### config.mk
export PLATFORM = sky130hd
export DESIGN_NAME = ltl_monitor_prog
export DESIGN_NICKNAME = d
export VERILOG_FILES = /design/src/rtl/ltl_monitor_prog.sv
export SDC_FILE = /design/constraint.sdc
export NUM_CORES = 2
export LEC_CHECK = 0
export CELL_PAD_IN_SITES_DETAIL_PLACEMENT = 1
export CELL_PAD_IN_SITES_GLOBAL_PLACEMENT = 2
export CORE_MARGIN = 3
export CORE_UTILIZATION = 36
export DETAILED_ROUTE_END_ITERATION = 16
export PLACE_DENSITY_LB_ADDON = 0.1
export SYNTH_ARGS = -nofsm -noshare
export SYNTH_HDL_FRONTEND = slang
export SYNTH_SLANG_ARGS = --single-unit
### constraint.sdc
create_clock -name clk -period 5.9 [get_ports clk]
set_clock_uncertainty 0.1 [all_clocks]
set_input_delay 0.59 -clock clk [delete_from_list [all_inputs] [get_ports clk]]
set_output_delay 0.59 -clock clk [all_outputs]
set_load 0.05 [all_outputs]
### src/rtl/ltl_monitor_prog.sv
// ---------------------------------------------------------------------------
// ltl_monitor_prog
//
// Programmable automaton monitor built from N_STATES state-transition
// elements (STEs). Each STE matches the incoming symbol against two inclusive
// intervals, is enabled by any active predecessor selected through its edge
// mask or by its start condition, and may flag a report. Reports are counted,
// the first reporting symbol index is captured, and a sticky violation flag
// is raised.
//
// Ports
//   clk, reset_n           : clock (rising edge) and async active-low reset
//   run                    : 1 = consume symbols, 0 = pause (config allowed)
//   clear                  : sync pulse, clears run-time state, keeps config
//   sym_valid/sym_ready/
//   sym_data               : symbol stream handshake
//   cfg_we/cfg_state/
//   cfg_sel/cfg_wdata      : config write port
//                            sel 0/1 : interval {hi, lo}, lo in low SYM_W bits
//                            sel 2   : edge mask, bit j = edge from state j
//                            sel 3   : bit0 report, bits2:1 start type
//   cfg_err                : one-cycle pulse after a rejected config write
//   report_vec/report_any  : states reporting on the last accepted symbol
//   viol_sticky            : set on the first report, held until clear/reset
//   report_cnt             : saturating count of reporting symbols
//   sym_cnt                : wrapping count of accepted symbols
//   first_valid/first_idx  : index of the first reporting symbol
// ---------------------------------------------------------------------------
module ltl_monitor_prog #(
    parameter int SYM_W    = 8,
    parameter int N_STATES = 16,
    parameter int CNT_W    = 16,
    localparam int CFG_W   = (N_STATES > 2*SYM_W) ? N_STATES : 2*SYM_W,
    localparam int SW      = $clog2(N_STATES)
) (
    input  logic                clk,
    input  logic                reset_n,
    input  logic                run,
    input  logic                clear,
    input  logic                sym_valid,
    output logic                sym_ready,
    input  logic [SYM_W-1:0]    sym_data,
    input  logic                cfg_we,
    input  logic [SW-1:0]       cfg_state,
    input  logic [1:0]          cfg_sel,
    input  logic [CFG_W-1:0]    cfg_wdata,
    output logic                cfg_err,
    output logic [N_STATES-1:0] report_vec,
    output logic                report_any,
    output logic                viol_sticky,
    output logic [CNT_W-1:0]    report_cnt,
    output logic [CNT_W-1:0]    sym_cnt,
    output logic                first_valid,
    output logic [CNT_W-1:0]    first_idx
);

    typedef enum logic [1:0] {
        ST_IDLE  = 2'd0,
        ST_RUN   = 2'd1,
        ST_PAUSE = 2'd2
    } state_t;

    localparam logic [1:0] START_NONE = 2'd0;
    localparam logic [1:0] START_SOD  = 2'd1;
    localparam logic [1:0] START_ALL  = 2'd2;

    // Inclusive interval test; lo > hi can never be satisfied, so an
    // inverted interval is naturally empty.
    function automatic logic in_range(input logic [SYM_W-1:0] s,
                                      input logic [SYM_W-1:0] lo,
                                      input logic [SYM_W-1:0] hi);
        return (s >= lo) && (s <= hi);
    endfunction

    function automatic logic [CNT_W-1:0] sat_inc(input logic [CNT_W-1:0] v);
        return (&v) ? v : v + CNT_W'(1);
    endfunction

    // Configuration storage
    logic [SYM_W-1:0]    lo0_q   [N_STATES];
    logic [SYM_W-1:0]    hi0_q   [N_STATES];
    logic [SYM_W-1:0]    lo1_q   [N_STATES];
    logic [SYM_W-1:0]    hi1_q   [N_STATES];
    logic [N_STATES-1:0] edge_q  [N_STATES];
    logic [1:0]          start_q [N_STATES];
    logic [N_STATES-1:0] rep_mask_q;

    // Run-time state
    state_t              state_q;
    logic [N_STATES-1:0] active_q;
    logic [N_STATES-1:0] report_vec_q;
    logic                report_any_q;
    logic                viol_q;
    logic [CNT_W-1:0]    report_cnt_q;
    logic [CNT_W-1:0]    sym_cnt_q;
    logic                first_valid_q;
    logic [CNT_W-1:0]    first_idx_q;
    logic                cfg_err_q;

    logic                accept;
    logic                sod;
    logic                cfg_wr;
    logic [N_STATES-1:0] match;
    logic [N_STATES-1:0] start_en;
    logic [N_STATES-1:0] active_d;
    logic [N_STATES-1:0] report_d;
    logic                rep_hit;

    // clear gates ready, so a symbol offered with clear is never consumed.
    assign sym_ready = run & ~clear;
    assign accept    = sym_valid & sym_ready;
    assign sod       = accept && (state_q == ST_IDLE);
    assign cfg_wr    = cfg_we & ~run;

    always_comb begin
        match    = '0;
        start_en = '0;
        active_d = '0;
        for (int i = 0; i < N_STATES; i++) begin
            match[i]    = in_range(sym_data, lo0_q[i], hi0_q[i]) |
                          in_range(sym_data, lo1_q[i], hi1_q[i]);
            start_en[i] = ((start_q[i] == START_SOD) && sod) ||
                          (start_q[i] == START_ALL);
            active_d[i] = match[i] & ((|(active_q & edge_q[i])) | start_en[i]);
        end
        report_d = active_d & rep_mask_q;
        rep_hit  = |report_d;
    end

    // Configuration write port; writes while running are rejected.
    always_ff @(posedge clk or negedge reset_n) begin
        if (!reset_n) begin
            for (int i = 0; i < N_STATES; i++) begin
                lo0_q[i]   <= '1;
                hi0_q[i]   <= '0;
                lo1_q[i]   <= '1;
                hi1_q[i]   <= '0;
                edge_q[i]  <= '0;
                start_q[i] <= START_NONE;
            end
            rep_mask_q <= '0;
            cfg_err_q  <= 1'b0;
        end else begin
            cfg_err_q <= cfg_we & run;
            for (int i = 0; i < N_STATES; i++) begin
                if (cfg_wr && (cfg_state == SW'(i))) begin
                    case (cfg_sel)
                        2'd0: begin
                            lo0_q[i] <= cfg_wdata[SYM_W-1:0];
                            hi0_q[i] <= cfg_wdata[2*SYM_W-1:SYM_W];
                        end
                        2'd1: begin
                            lo1_q[i] <= cfg_wdata[SYM_W-1:0];
                            hi1_q[i] <= cfg_wdata[2*SYM_W-1:SYM_W];
                        end
                        2'd2: edge_q[i] <= cfg_wdata[N_STATES-1:0];
                        default: begin
                            rep_mask_q[i] <= cfg_wdata[0];
                            start_q[i]    <= cfg_wdata[2:1];
                        end
                    endcase
                end
            end
        end
    end

    // Control FSM: only IDLE matters functionally (it qualifies the
    // start-of-data symbol); RUN/PAUSE track the run input.
    always_ff @(posedge clk or negedge reset_n) begin
        if (!reset_n) begin
            state_q <= ST_IDLE;
        end else if (clear) begin
            state_q <= ST_IDLE;
        end else begin
            case (state_q)
                ST_IDLE:  if (accept) state_q <= ST_RUN;
                ST_RUN:   if (!run)   state_q <= ST_PAUSE;
                ST_PAUSE: if (run)    state_q <= ST_RUN;
                default:              state_q <= ST_IDLE;
            endcase
        end
    end

    // Active vector, report outputs, counters and first-report capture.
    always_ff @(posedge clk or negedge reset_n) begin
        if (!reset_n) begin
            active_q      <= '0;
            report_vec_q  <= '0;
            report_any_q  <= 1'b0;
            viol_q        <= 1'b0;
            report_cnt_q  <= '0;
            sym_cnt_q     <= '0;
            first_valid_q <= 1'b0;
            first_idx_q   <= '0;
        end else if (clear) begin
            active_q      <= '0;
            report_vec_q  <= '0;
            report_any_q  <= 1'b0;
            viol_q        <= 1'b0;
            report_cnt_q  <= '0;
            sym_cnt_q     <= '0;
            first_valid_q <= 1'b0;
            first_idx_q   <= '0;
        end else if (accept) begin
            active_q     <= active_d;
            report_vec_q <= report_d;
            report_any_q <= rep_hit;
            sym_cnt_q    <= sym_cnt_q + CNT_W'(1);
            if (rep_hit) begin
                report_cnt_q <= sat_inc(report_cnt_q);
                viol_q       <= 1'b1;
                if (!first_valid_q) begin
                    first_valid_q <= 1'b1;
                    first_idx_q   <= sym_cnt_q;
                end
            end
        end else begin
            // Report outputs describe only the symbol just accepted.
            report_vec_q <= '0;
            report_any_q <= 1'b0;
        end
    end

    assign cfg_err     = cfg_err_q;
    assign report_vec  = report_vec_q;
    assign report_any  = report_any_q;
    assign viol_sticky = viol_q;
    assign report_cnt  = report_cnt_q;
    assign sym_cnt     = sym_cnt_q;
    assign first_valid = first_valid_q;
    assign first_idx   = first_idx_q;

endmodule

==> out/summary.txt <==
Pin count of the biggest net entering global routing - 148
Post-synthesis to final-layout area growth - 14.84%
Peak fanout along the critical path - 23
Number of global-route vias before repair - 35740
Global-route usage over all layers - 22.95%
WP data arrival - 5090 ps
Critical Setup Path Class - input port to flip-flop
Setup crit end kind - flip-flop
Maximum number of buffers from clock root to sink - 3
Hold slack final - 63.58 ps
Kind of start point of the critical path - input port
Routed wire per std cell - 24.79 um
Unrepaired setup endpoints after global routing - no
Number of nets produced by synthesis - 4939
Total power - 16.46 mW
Power per Cell Area - 296.6 nW/um^2
Maximum clock rate - 218.9 MHz
Synthesized flop and latch total - 901
Final nets - 5052
Antenna violations before repair - 16
Max H-tree Level - 3
Clock latency reported for the late side of the worst-skew pair - 740 ps
Post-detailed-routing wire length - 157500 um
Max-slew headroom at the worst pin - 19.37%
Die Y-Extent - 372.4 um
Min cycle time layout - 4569 ps
Clock Tree Root - sky130_fd_sc_hd__clkbuf_16
Router iterations before antenna repair - 5
Standard-cell row count - 133
Most frequent cells in the layout - sky130_fd_sc_hd__mux2_2 (652), sky130_fd_sc_hd__dfrtp_1 (645), sky130_fd_sc_hd__ha_1 (514)
Final weighted congestion of routability-driven global placement - 0.7631
Count of input and output buffers - 104
Die Width - 372.4 um
Setup TNS - 0 ps
Total Die Area - 138700 um^2
Placement Cell Area - 51740 um^2
Cell type with the largest total area after synthesis - sky130_fd_sc_hd__dfrtp_1
Final worst setup slack - 1331 ps
Leading cell type in the layout, fill and taps excluded - sky130_fd_sc_hd__mux2_2
Overall overflow remaining after global route - 0
Non-filler instance count after layout - 6354
Final Cycle Share - 77.44%
CORE AREA - 132500 um^2
Highest ir drop seen on vdd - 0.2409 mV
Pleak - 25.97 nW
Synthesized area per cell - 11.01 um^2
Share of the synthesized area in the top cell type - 33.39%
Top area cells in the synthesized netlist - sky130_fd_sc_hd__dfrtp_1 (33%), sky130_fd_sc_hd__mux2_2 (15%), sky130_fd_sc_hd__dfstp_2 (14%)
GR Util met3 - 3.472%
Total setup buffers inserted after CTS - 0
MaxCap Viol Count - 0
Worst slack after detailed placement - 433.3 ps
Warnings, synthesis - 0
Placed Cells - 6147
Cell count after synthesis - 4389
Global-route wire length before repair - 236000 um
Area of all placed cells without fillers - 55510 um^2
Count of flip-flops with a built-in enable after synthesis - 0
Number of design-rule violations left by the first detailed-router iteration - 1872
Starting Density - 36.49%
End-of-flow core utilization - 41.90%
Number of design rule violations left after detail routing - 0
Number of placed I/O pins - 105
Post-cts repair resize count - 0
Main flop type after synthesis - sky130_fd_sc_hd__dfrtp_1
GRT Max-Usage Layer - met2
CTS sink count - 901
Number of nets still failing antenna checks after routing - 0
Met1 Usage GRT - 31.42%
Fraction of registers with async set/reset - 100.0%
Result of the run - complete, no violations
Critical path data required time - 6420 ps
Clock tree from TritonCTS - yes
Unique cell type count in the Yosys netlist - 80
Number of buffers created by CTS - 107
Vias - 33730
Final setup vio count - 0
Kind of path behind the tightest hold check - input port to flip-flop
Fraction of final layout cells sized beyond drive strength 1 - 27.40%
Part of the Yosys area used for sequential elements - 47.31%
Final hold violation count - 0
Least-Margin Pin Slew - 1208 ps
Clk slew on worst S/H paths - 60 ps
Met2 global-route usage - 38.17%
Pins Over Slew Limit - 0
DR vias/cell - 5.309
Total standard cell area after synthesis - 48330 um^2
Post-DP HPWL - 97450 um
==> final cells by class <==
cell class	instances	area, um^2
diodes	4	10.01
clock buffers	159	3103
clock inverters	43	644.4
fillers	14340	76960
inverters	491	1846
multi-input cells	2781	22820
flip-flops and latches	901	22870
well taps	1755	2196
repair buffers	220	2024
==> what timing repair did <==
action | in CTS | in global routing
hold buffers | 1 | 0
hold endpoints to repair | 47 | 0
endpoints found under the setup margin | 0 | 0
==> cells by family after synthesis <==
| kind of cell | after synthesis | synth area share, % |
|---|---|---|
| AO/OA/AOI/OAI | 787 | 10.21 |
| buffers and inverters | 707 | 5.584 |
| flip-flops | 901 | 47.31 |
| adder cells (fa/ha/maj) | 514 | 13.31 |
| XOR/XNOR | 10 | 0.1812 |
| AND/OR/NAND/NOR | 800 | 7.815 |
| multiplexers | 670 | 15.59 |
==> synth_stat cells, types with 10 or more instances <==
cell type / count
sky130_fd_sc_hd__inv_1: 489
sky130_fd_sc_hd__nor2_1: 117
sky130_fd_sc_hd__ha_1: 514
sky130_fd_sc_hd__a222oi_1: 15
sky130_fd_sc_hd__nand4_1: 90
sky130_fd_sc_hd__mux2i_1: 15
sky130_fd_sc_hd__and2_1: 10
sky130_fd_sc_hd__nand2_1: 373
sky130_fd_sc_hd__a21oi_1: 203
sky130_fd_sc_hd__a22oi_1: 84
sky130_fd_sc_hd__dfstp_2: 256
sky130_fd_sc_hd__a221oi_1: 14
sky130_fd_sc_hd__nor2b_1: 57
sky130_fd_sc_hd__clkbuf_1: 195
sky130_fd_sc_hd__a22o_1: 19
sky130_fd_sc_hd__mux2_2: 652
sky130_fd_sc_hd__nand3_1: 34
sky130_fd_sc_hd__a211o_1: 12
sky130_fd_sc_hd__dfrtp_1: 645
sky130_fd_sc_hd__a211oi_1: 18
sky130_fd_sc_hd__o211ai_1: 22
sky130_fd_sc_hd__o21ai_0: 264
sky130_fd_sc_hd__and3_1: 19
sky130_fd_sc_hd__a21o_1: 21
sky130_fd_sc_hd__nor3_1: 30
sky130_fd_sc_hd__o21a_1: 13
sky130_fd_sc_hd__nand2b_1: 26
sky130_fd_sc_hd__a311oi_1: 10
==> per-layer routing <==
metal | share of wire (%) | vias to the layer above | wire length [um]
met4 | 2.4 | 6 | 3732
li1 | - | 15620 | -
met1 | 47 | 17410 | 74070
met2 | 47 | 483 | 74040
met3 | 3.6 | 212 | 5617
met5 | 0.022 | - | 34
==> worst paths after layout <==
kind | startpoint | endpoint | slack, ps | depth (start not counted)
max reg2reg | active_q[6]$_DFFE_PN0P_ | first_idx[4]$_DFFE_PN0P_ | 1390 | 11
min | cfg_wdata[9] | hi1_q[41]$_DFFE_PN0P_ | 60 | 2
min reg2reg | hi0_q[79]$_DFFE_PN0P_ | hi0_q[79]$_DFFE_PN0P_ | 400 | 1
max in group asynchronous | reset_n | start_q[31]$_DFFE_PN0P_ | 3800 | 3
min in group asynchronous | reset_n | hi0_q[34]$_DFFE_PN0P_ | 420 | 2
max | sym_data[0] | first_idx[4]$_DFFE_PN0P_ | 1330 | 16
==> flip-flops by register name, summed over array words and instances, names as in the netlist, 2 cells and up <==
name	flops
active_q	16
edge_q	256
first_idx	16
hi0_q	128
hi1_q	128
lo0_q	128
lo1_q	128
rep_mask_q	16
report_cnt	16
report_vec	16
start_q	32
state_q	2
sym_cnt	16
==> critical path: stages <==
cell and delay [ps]:
sky130_fd_sc_hd__clkdlybuf4s50_1 500, sky130_fd_sc_hd__inv_4 300, sky130_fd_sc_hd__buf_12 260, sky130_fd_sc_hd__buf_4 260, sky130_fd_sc_hd__ha_1 170, sky130_fd_sc_hd__nand4_1 110
sky130_fd_sc_hd__o31a_1 250, sky130_fd_sc_hd__a311oi_1 490, sky130_fd_sc_hd__o211ai_2 220, sky130_fd_sc_hd__o2111ai_1 250, sky130_fd_sc_hd__nor4_2 120, sky130_fd_sc_hd__nand3_2 280
sky130_fd_sc_hd__nand2_2 100, sky130_fd_sc_hd__inv_2 170, sky130_fd_sc_hd__nor2b_4 550, sky130_fd_sc_hd__mux2_2 400
==> report_power, final <==
group	internal [mW]	switching [mW]
sequential	6.83	0.242
clock	4.18	2.89
combinational	0.931	1.39
total	11.9	4.52
Power figures use the tool's default switching activity.
